[src/rtl/eth_tx_stream_arb.sv]
// Two-source round-robin frame arbiter for the 10-bit {CKE,FRM,DAT[7:0]} Ethernet TX stream.
// Define ETH_TX_ARB_TIMEOUT_EN to abandon a grant whose source never starts its frame.
module eth_tx_stream_arb #(
  parameter int IFG_TICKS     = 12,
  parameter int START_TIMEOUT = 1024,
  parameter int TO_W          = 11
) (
  input  logic       i_clk,
  input  logic       i_rst,
  input  logic       i_tick,
  input  logic       i_req0,
  input  logic       i_req1,
  output logic       o_go0,
  output logic       o_go1,
  input  logic [9:0] i_in_stream0,
  input  logic [9:0] i_in_stream1,
  output logic [9:0] o_out_eth_stream,
  output logic       o_busy,
  output logic       o_grant_id,
  output logic       o_timeout_err
);

  localparam int GAP_W = (IFG_TICKS > 0) ? $clog2(IFG_TICKS + 1) : 1;
  localparam logic [GAP_W-1:0] GAP_MAX  = GAP_W'(IFG_TICKS);
  localparam logic [GAP_W-1:0] GAP_LAST = GAP_W'(IFG_TICKS - 1);

  if (TO_W < 31 && (1 << TO_W) <= START_TIMEOUT) begin : g_to_w_check
    $error("eth_tx_stream_arb: TO_W too narrow for START_TIMEOUT");
  end

  typedef enum logic [1:0] {
    ST_IDLE  = 2'd0,
    ST_START = 2'd1,
    ST_FRAME = 2'd2,
    ST_GAP   = 2'd3
  } state_t;

  state_t           r_state;
  state_t           w_state_nxt;
  logic             r_last;
  logic             r_grant_id;
  logic             r_go0;
  logic             r_go1;
  logic [9:0]       r_out;
  logic [GAP_W-1:0] r_gap_cnt;

  logic [9:0]       w_sel_stream;
  logic             w_sel_cke;
  logic             w_sel_frm;
  logic             w_frame_start;
  logic             w_frame_end;
  logic             w_req_any;
  logic             w_winner;
  logic             w_do_grant;
  logic             w_gap_done;
  logic             w_to_expire;
  logic             w_busy;

  // Only the granted source is ever looked at; FRM on the other one is ignored.
  assign w_sel_stream  = r_grant_id ? i_in_stream1 : i_in_stream0;
  assign w_sel_cke     = w_sel_stream[9];
  assign w_sel_frm     = w_sel_stream[8];
  assign w_frame_start = w_sel_cke & w_sel_frm;
  assign w_frame_end   = w_sel_cke & ~w_sel_frm;

  assign w_req_any  = i_req0 | i_req1;
  assign w_winner   = (i_req0 & i_req1) ? ~r_last : i_req1;
  assign w_do_grant = (r_state == ST_IDLE) & w_req_any;
  assign w_gap_done = i_tick & (r_gap_cnt >= GAP_LAST);

  // State register.
  always_ff @(posedge i_clk) begin
    // NOTE: sequential state uses non-blocking assignments so every register
    // samples the values from before the edge, independent of statement order.
    if (i_rst) begin
      r_state <= ST_IDLE;
    end else begin
      r_state <= w_state_nxt;
    end
  end

  // Next-state logic.
  always_comb begin
    // NOTE: the default assignment first means every path assigns w_state_nxt,
    // so no latch is inferred.
    w_state_nxt = r_state;
    case (r_state)
      ST_IDLE:  if (w_req_any) w_state_nxt = ST_START;
      ST_START: begin
        if (w_frame_start)    w_state_nxt = ST_FRAME;
        else if (w_to_expire) w_state_nxt = ST_IDLE;
      end
      ST_FRAME: if (w_frame_end) w_state_nxt = ST_GAP;
      ST_GAP:   if (w_gap_done)  w_state_nxt = ST_IDLE;
      default:  w_state_nxt = ST_IDLE;
    endcase
  end

  // Outputs decoded from state.
  always_comb begin
    w_busy = 1'b0;
    if (r_state != ST_IDLE) w_busy = 1'b1;
  end

  // Gap counter is held at zero outside GAP, so it is clear on entry.
  always_ff @(posedge i_clk) begin
    if (i_rst) begin
      r_gap_cnt <= '0;
    end else if (r_state != ST_GAP) begin
      r_gap_cnt <= '0;
    end else if (i_tick && (r_gap_cnt != GAP_MAX)) begin
      r_gap_cnt <= r_gap_cnt + GAP_W'(1);
    end
  end

  // Grant pulses, round-robin pointer and the registered output mux.
  always_ff @(posedge i_clk) begin
    if (i_rst) begin
      r_go0      <= 1'b0;
      r_go1      <= 1'b0;
      r_grant_id <= 1'b0;
      r_last     <= 1'b1;
      r_out      <= 10'h000;
    end else begin
      r_go0 <= w_do_grant & ~w_winner;
      r_go1 <= w_do_grant & w_winner;
      if (w_do_grant) begin
        r_grant_id <= w_winner;
        r_last     <= w_winner;
      end
      if ((r_state == ST_START) || (r_state == ST_FRAME)) begin
        r_out <= w_sel_stream;
      end else begin
        r_out <= {i_tick, 1'b0, 8'h00};
      end
    end
  end

`ifdef ETH_TX_ARB_TIMEOUT_EN
  localparam logic [TO_W-1:0] TO_LAST = TO_W'(START_TIMEOUT - 1);

  logic [TO_W-1:0] r_to_cnt;
  logic            r_timeout_err;

  // A frame start in the final allowed cycle still wins over the timeout.
  assign w_to_expire = (r_state == ST_START) & ~w_frame_start & (r_to_cnt >= TO_LAST);

  always_ff @(posedge i_clk) begin
    if (i_rst) begin
      r_to_cnt      <= '0;
      r_timeout_err <= 1'b0;
    end else begin
      r_timeout_err <= w_to_expire;
      if (r_state != ST_START) begin
        r_to_cnt <= '0;
      end else if (r_to_cnt != TO_LAST) begin
        r_to_cnt <= r_to_cnt + TO_W'(1);
      end
    end
  end

  assign o_timeout_err = r_timeout_err;
`else
  assign w_to_expire   = 1'b0;
  assign o_timeout_err = 1'b0;
`endif

  assign o_go0            = r_go0;
  assign o_go1            = r_go1;
  assign o_out_eth_stream = r_out;
  assign o_busy           = w_busy;
  assign o_grant_id       = r_grant_id;

endmodule
[config.mk]
export PLATFORM = sky130hd
export DESIGN_NAME = eth_tx_stream_arb
export DESIGN_NICKNAME = d
export VERILOG_FILES = /design/src/rtl/eth_tx_stream_arb.sv
export SDC_FILE = /design/constraint.sdc
export NUM_CORES = 1
export LEC_CHECK = 0
export BUFFER_PORTS_ARGS = -buffer_cell sky130_fd_sc_hd__buf_2
export CORE_ASPECT_RATIO = 1.2
export CORE_MARGIN = 4
export CORE_UTILIZATION = 49
export DETAILED_ROUTE_END_ITERATION = 8
export PLACE_DENSITY = 0.82
export SYNTH_ARGS = -nofsm -noshare
export SYNTH_HDL_FRONTEND = slang
export SYNTH_SLANG_ARGS = --single-unit
[constraint.sdc]
create_clock -name i_clk -period 2.1 [get_ports i_clk]
set_input_delay 0.42 -clock i_clk [delete_from_list [all_inputs] [get_ports i_clk]]
set_output_delay 0.42 -clock i_clk [all_outputs]
set_load 0.005 [all_outputs]
==> results of run 1 <==
cell usage after synthesis:
library cell	count	area, µm²
sky130_fd_sc_hd__xnor2_1	1	8.76
sky130_fd_sc_hd__ha_1	7	87.6
sky130_fd_sc_hd__xor2_1	2	17.5
sky130_fd_sc_hd__a21o_1	1	7.51
sky130_fd_sc_hd__clkbuf_1	1	3.75
sky130_fd_sc_hd__mux2i_2	1	13.8
sky130_fd_sc_hd__nor3_1	1	5.00
sky130_fd_sc_hd__a31o_1	1	8.76
sky130_fd_sc_hd__nor2_1	17	63.8
sky130_fd_sc_hd__a211oi_1	1	7.51
sky130_fd_sc_hd__o21ai_1	2	10.0
sky130_fd_sc_hd__a211o_1	1	8.76
sky130_fd_sc_hd__a21oi_1	3	15.0
sky130_fd_sc_hd__buf_4	2	15.0
sky130_fd_sc_hd__dfxtp_1	20	400
sky130_fd_sc_hd__o211ai_1	1	7.51
sky130_fd_sc_hd__a22oi_1	1	7.51
sky130_fd_sc_hd__nor2b_1	1	6.26
sky130_fd_sc_hd__mux2i_1	11	110
sky130_fd_sc_hd__and3_1	1	6.26
sky130_fd_sc_hd__nand2b_1	3	18.8
sky130_fd_sc_hd__buf_6	1	11.3
sky130_fd_sc_hd__nand2_1	5	18.8
sky130_fd_sc_hd__inv_1	5	18.8
sky130_fd_sc_hd__nand3_1	5	25.0
sky130_fd_sc_hd__conb_1	1	3.75
routing by layer:
layer	wire [µm]	vias up	GRT usage
li1	-	396	-
met4	53	0	0.111
met1	711	338	0.161
met5	0	-	0
met2	806	38	0.272
met3	215	6	0.0712
state kept, by name, summed over array words and instances (netlist names):
signal	count
o_out_eth_stream	10
r_gap_cnt	4
r_state	2
o_go0	1
o_go1	1
o_grant_id	1
r_last	1
worst reg2reg max path, stage by stage, from the launching register on:
cell,delay (ps)
sky130_fd_sc_hd__dfxtp_1,390
sky130_fd_sc_hd__buf_4,230
sky130_fd_sc_hd__mux2i_2,300
sky130_fd_sc_hd__o21ai_1,110
sky130_fd_sc_hd__nand3_1,140
sky130_fd_sc_hd__mux2i_1,190
power by group:
part | switching, mW | total, mW | internal [mW]
registers | 0.0396 | 0.506 | 0.466
logic | 0.243 | 0.455 | 0.212
clock network | 0.116 | 0.309 | 0.193
total | 0.398 | 1.27 | 0.871
stage by stage:
step	instances	hold slack, ps
finish	153	342
global route	153	330
CTS	153	334
detailed placement	149	497
global placement	149	477
floorplan	96	462
worst max path at each step:
stage | from | endpoint | slack, ps
after global routing | r_state[1] | o_busy | 400
after CTS | r_state[1] | o_busy | 480
after detailed placement | i_in_stream1[8] | r_state[1] | 670
after floorplan | r_state[0] | r_state[1] | 820
after global placement | i_in_stream1[8] | r_state[1] | 720
final | r_state[1] | o_busy | 500
cells by family after synthesis:
logic type / Yosys count / share of synthesized area
flops: 20 / 0.441
buf+inv: 9 / 0.0538
mux: 12 / 0.137
simple gates: 33 / 0.159
fa+ha+maj: 7 / 0.0965
xor+xnor: 3 / 0.0290
compound gates: 11 / 0.0800
other cells: 1 / 0.00413
layout make-up:
class / instances / area [µm²] / area share
Sequential cell: 20 / 400 / 0.348
Timing Repair Buffer: 39 / 198 / 0.172
Clock buffer: 3 / 22.5 / 0.0196
Clock inverter: 1 / 30.0 / 0.0261
Tap cell: 18 / 22.5 / 0.0196
Multi-Input combinational cell: 67 / 458 / 0.398
Inverter: 5 / 18.8 / 0.0163
==> impl_metrics.env, run 1 <==
export IMPL_powerDensity_nw_per_um2=1100
export IMPL_achievable_frequency_ghz=0.626
export IMPL_post_cts_setup_buffers=0
export IMPL_reg2reg_to="r_state[1]"
export IMPL_gp_congestion=0.691
export IMPL_final_core_util=0.676
export IMPL_leak_pwr_nw=0.557
export IMPL_syn2layout_area_growth_pct=26.8
export IMPL_core_area_um2=1700
export IMPL_worst_path_stages=4
export IMPL_final_common_cell="sky130_fd_sc_hd__buf_2"
export IMPL_crit_path_max_delay_family="flip-flops"
export IMPL_reg2reg_setup_slack_ps=660
export IMPL_start_kind="flop"
export IMPL_worst_path_max_fanout=4
export IMPL_vias_in_the_first_global_route=793
export IMPL_floorplan_rows=16
export IMPL_power_ir_vdd_worst_v=0.000582
export IMPL_synthesis_nets=128
export IMPL_post_dp_cell_area_um2=1100
export IMPL_yosysWarnings=0
export IMPL_chipHeight_um=55.1
export IMPL_route_detailed_drc=0
export IMPL_synth_seq_area_share=0.441
export IMPL_layout_cell_share_with_drive_strength_beyond_1=0.326
export IMPL_avgViaCountPerCell=5.08
export IMPL_final_antenna_net_count=0
export IMPL_setup_violations=0
export IMPL_avgRoutedWirePerCell_um=11.7
export IMPL_required_ps=1680
export IMPL_vias=778
export IMPL_wl_um=1790
export IMPL_fin_nets=168
export IMPL_ctsHoldBuffers=0
export IMPL_layout_common_cells="sky130_fd_sc_hd__buf_2, sky130_fd_sc_hd__dfxtp_1, sky130_fd_sc_hd__nor2_1"
export IMPL_fin_crit_sh=0.761
export IMPL_grt_start_max_net_pins=13
export IMPL_max_cap_violations=0
export IMPL_first_pass_grt_wire_length_um=2950
export IMPL_worst_r2r_path_depth=5
export IMPL_final_area_um2=1150
export IMPL_finalWorstPathRequiredPeriod_ps=1600
export IMPL_insertedDiodeCount=0
export IMPL_worst_hold_startpoint="i_in_stream0[1]"
export IMPL_clkSinkCount=20
export IMPL_regToRegStartpoint="o_grant_id"
export IMPL_syn_mean_instance_area_um2=9.45
export IMPL_yosys_register_bits=20
export IMPL_dpl_worst_slack_ps=671
export IMPL_antenna_found_initial=0
export IMPL_critical_path_max_stage_delay_ps=400
export IMPL_synth_cells=96
export IMPL_hp_class="primary input to flop"
export IMPL_cts_buffer_depth=2
export IMPL_cell_variety_after_synth=26
export IMPL_post_layout_total_power_mw=1.27
export IMPL_dp_final_hpwl_um=1460
export IMPL_worstPathBufferInverterCount=3
export IMPL_status="completed"
export IMPL_critical_path_class="flop to primary output"
export IMPL_htree_levels=1
export IMPL_cts_root_buf="sky130_fd_sc_hd__clkbuf_4"
export IMPL_cp_slowest_cell="sky130_fd_sc_hd__dfxtp_1"
export IMPL_io_pin_count=40
export IMPL_initial_utilization=0.533
export IMPL_post_synth_instance_area_um2=907
export IMPL_worstHoldPathCells=3
export IMPL_endpoint_kind="primary output"
export IMPL_clkLatencyLatePin_ps=300
export IMPL_cts_resized=0
export IMPL_timing_max_transition_violations_final=0
export IMPL_portBuffers=38
export IMPL_cts_tree="yes"
export IMPL_first_iter_violations=10
export IMPL_chipWidth_um=47.3
export IMPL_layout_setup_ws_ps=502
export IMPL_fillerInstances=151
export IMPL_path_clk_slew_ps=120
export IMPL_firstDrtPassIters=4
export IMPL_hold_viol_final=0
export IMPL_setup_total_negative_slack_ps=0
export IMPL_overflow=0
export IMPL_rsz0062_at_grt="no"
export IMPL_cpMostUsedCell="sky130_fd_sc_hd__inv_1"
export IMPL_design_die_area_um2=2610
export IMPL_crit_path_cell_trace="inv_1, ha_1, inv_1, buf_2"
export IMPL_gr_usage_all_layers=0.164
export IMPL_max_clock_skew_ps=13.9
export IMPL_holdPathEnd="o_out_eth_stream[1]"
export IMPL_number_of_clock_buffers_inserted_by_tritoncts=3
export IMPL_arrival_time_of_data_at_the_critical_path_endpoint_ps=1180
No activity file was read; power rests on OpenSTA's default activity.
==> run 2, diff against run 1 <==
CORE_UTILIZATION = 45   (was 49)
PLACE_DENSITY = 0.77   (was 0.82)
clock period = 1.59 ns   (was 2.1 ns; I/O delays follow)
==> run 2 against run 1 <==
Core utilization is 6.8 points lower. Final area is 1.1% lower. Via count is 3.0% lower. Combinational power is 31% higher. Setup slack worse by 380 ps. Non-clock buffer count stayed put. Critical path type unchanged. Worst hold slack worse by 100 ps. Register-to-register slack worse by 440 ps. Global-route usage is 2.6 points lower. Highest routed layer unchanged. Sequential share of layout area is 0.60 points higher. Routed wire length is 1.2% lower.
==> impl_metrics.env, run 2 (synthesis gave the netlist of run 1 again) <==
export IMPL_chipWidth_um=49.0
export IMPL_crit_path_cell_trace="inv_1, ha_1, inv_1, buf_2"
export IMPL_avgRoutedWirePerCell_um=11.5
export IMPL_cts_buffer_depth=2
export IMPL_final_antenna_net_count=0
export IMPL_power_ir_vdd_worst_v=0.000755
export IMPL_setup_violations=0
export IMPL_initial_utilization=0.485
export IMPL_cts_root_buf="sky130_fd_sc_hd__clkbuf_4"
export IMPL_insertedDiodeCount=0
export IMPL_max_clock_skew_ps=4.24
export IMPL_design_die_area_um2=2800
export IMPL_hold_viol_final=0
export IMPL_rsz0062_at_grt="no"
export IMPL_grt_start_max_net_pins=12
export IMPL_critical_path_class="flop to primary output"
export IMPL_cts_tree="yes"
export IMPL_worst_r2r_path_depth=5
export IMPL_syn2layout_area_growth_pct=25.4
export IMPL_worstPathBufferInverterCount=3
export IMPL_core_area_um2=1870
export IMPL_io_pin_count=40
export IMPL_layout_cell_share_with_drive_strength_beyond_1=0.341
export IMPL_wl_um=1760
export IMPL_layout_common_cells="sky130_fd_sc_hd__buf_2, sky130_fd_sc_hd__dfxtp_1, sky130_fd_sc_hd__nor2_1"
export IMPL_route_detailed_drc=0
export IMPL_achievable_frequency_ghz=0.683
export IMPL_chipHeight_um=57.2
export IMPL_cpMostUsedCell="sky130_fd_sc_hd__inv_1"
export IMPL_timing_max_transition_violations_final=0
export IMPL_overflow=0
export IMPL_post_layout_total_power_mw=1.55
export IMPL_holdPathEnd="o_out_eth_stream[7]"
export IMPL_portBuffers=38
export IMPL_powerDensity_nw_per_um2=1370
export IMPL_fin_nets=168
export IMPL_setup_total_negative_slack_ps=0
export IMPL_layout_setup_ws_ps=126
export IMPL_path_clk_slew_ps=110
export IMPL_timing_critical_path_from="r_state[0]"
export IMPL_clkSinkCount=20
export IMPL_number_of_clock_buffers_inserted_by_tritoncts=3
export IMPL_final_area_um2=1140
export IMPL_post_cts_setup_buffers=0
export IMPL_final_common_cell="sky130_fd_sc_hd__buf_2"
export IMPL_final_core_util=0.608
export IMPL_worst_hold_startpoint="i_in_stream0[7]"
export IMPL_status="completed"
export IMPL_critical_path_max_stage_delay_ps=340
export IMPL_start_kind="flop"
export IMPL_largest_register_ff_count=10
export IMPL_reg2reg_to="r_state[1]"
export IMPL_firstDrtPassIters=4
export IMPL_required_ps=1270
export IMPL_vias_in_the_first_global_route=773
export IMPL_first_pass_grt_wire_length_um=3020
export IMPL_dpl_worst_slack_ps=251
export IMPL_htree_levels=1
export IMPL_endpoint_kind="primary output"
export IMPL_reg2reg_setup_slack_ps=220
export IMPL_gp_congestion=0.709
export IMPL_vias=755
export IMPL_hp_class="primary input to flop"
export IMPL_avgViaCountPerCell=4.90
export IMPL_regToRegStartpoint="o_grant_id"
export IMPL_dp_final_hpwl_um=1430
export IMPL_floorplan_rows=17
export IMPL_cp_slowest_cell="sky130_fd_sc_hd__dfxtp_2"
export IMPL_crit_path_max_delay_family="flip-flops"
export IMPL_arrival_time_of_data_at_the_critical_path_endpoint_ps=1150
export IMPL_finalWorstPathRequiredPeriod_ps=1460
export IMPL_leak_pwr_nw=0.551
export IMPL_post_dp_cell_area_um2=1100
export IMPL_first_iter_violations=7
export IMPL_worstHoldPathCells=3
export IMPL_antenna_found_initial=0
export IMPL_max_cap_violations=0
export IMPL_fin_crit_sh=0.921
export IMPL_worst_path_max_fanout=4
export IMPL_fillerInstances=170
export IMPL_clkLatencyLatePin_ps=300
export IMPL_gr_usage_all_layers=0.138
## run 2: cell count changes in the layout (fill, tap and decap cells not counted)
cell,delta
sky130_fd_sc_hd__bufinv_16,-1
sky130_fd_sc_hd__clkbuf_8,+1
sky130_fd_sc_hd__dfxtp_1,-2
sky130_fd_sc_hd__dfxtp_2,+2
## run 2: how the worst max path moves through the flow
stage | to | slack (ps) | depth (start not counted)
after floorplan | r_state[1] | 310 | 5
after global placement | r_state[0] | 270 | 5
after detailed placement | r_state[1] | 250 | 4
after CTS | o_busy | 70 | 4
after global routing | o_busy | 7 | 4
final | o_busy | 130 | 4
## run 2: routing by layer
layer	vias up	track usage	part of all wire
li1	393	-	-
met1	325	0.136	0.39
met2	32	0.233	0.48
met3	5	0.0496	0.094
met4	0	0.104	0.031
met5	-	0	0
## run 2: worst reg2reg max path, cell delays in order (launching register included)
cell                      delay, ps
sky130_fd_sc_hd__dfxtp_1        370
sky130_fd_sc_hd__buf_4          220
sky130_fd_sc_hd__mux2i_2        280
sky130_fd_sc_hd__o21ai_1        100
sky130_fd_sc_hd__nand3_1        130
sky130_fd_sc_hd__mux2i_1        200
## run 2: timing repair
item | CTS | global route
resized for setup | 0 | 2
hold buffers | 0 | 0
endpoints found under the hold margin | 0 | 0
setup endpoints to repair | 0 | 1
## run 2: metrics by stage
stage / hold slack, ps / std cells
final: 241 / 154
after global routing: 228 / 154
after CTS: 225 / 154
after detailed placement: 478 / 150
after global placement: 475 / 150
after floorplan: 462 / 96
## run 2: final cells by class
class	count	area (µm²)	share of cell area
multi-input cells	67	458	0.403
flip-flops and latches	20	403	0.354
repair buffers	39	198	0.174
clock buffers	4	36.3	0.0319
well taps	19	23.8	0.0209
inverters	5	18.8	0.0165
## run 2: where the power goes
group          leakage [nW]  switching [mW]  internal (mW)  total [mW]
Clock                0.0210           0.150          0.140       0.290
Combinational         0.366           0.316          0.279       0.594
Sequential            0.164          0.0494          0.621       0.670
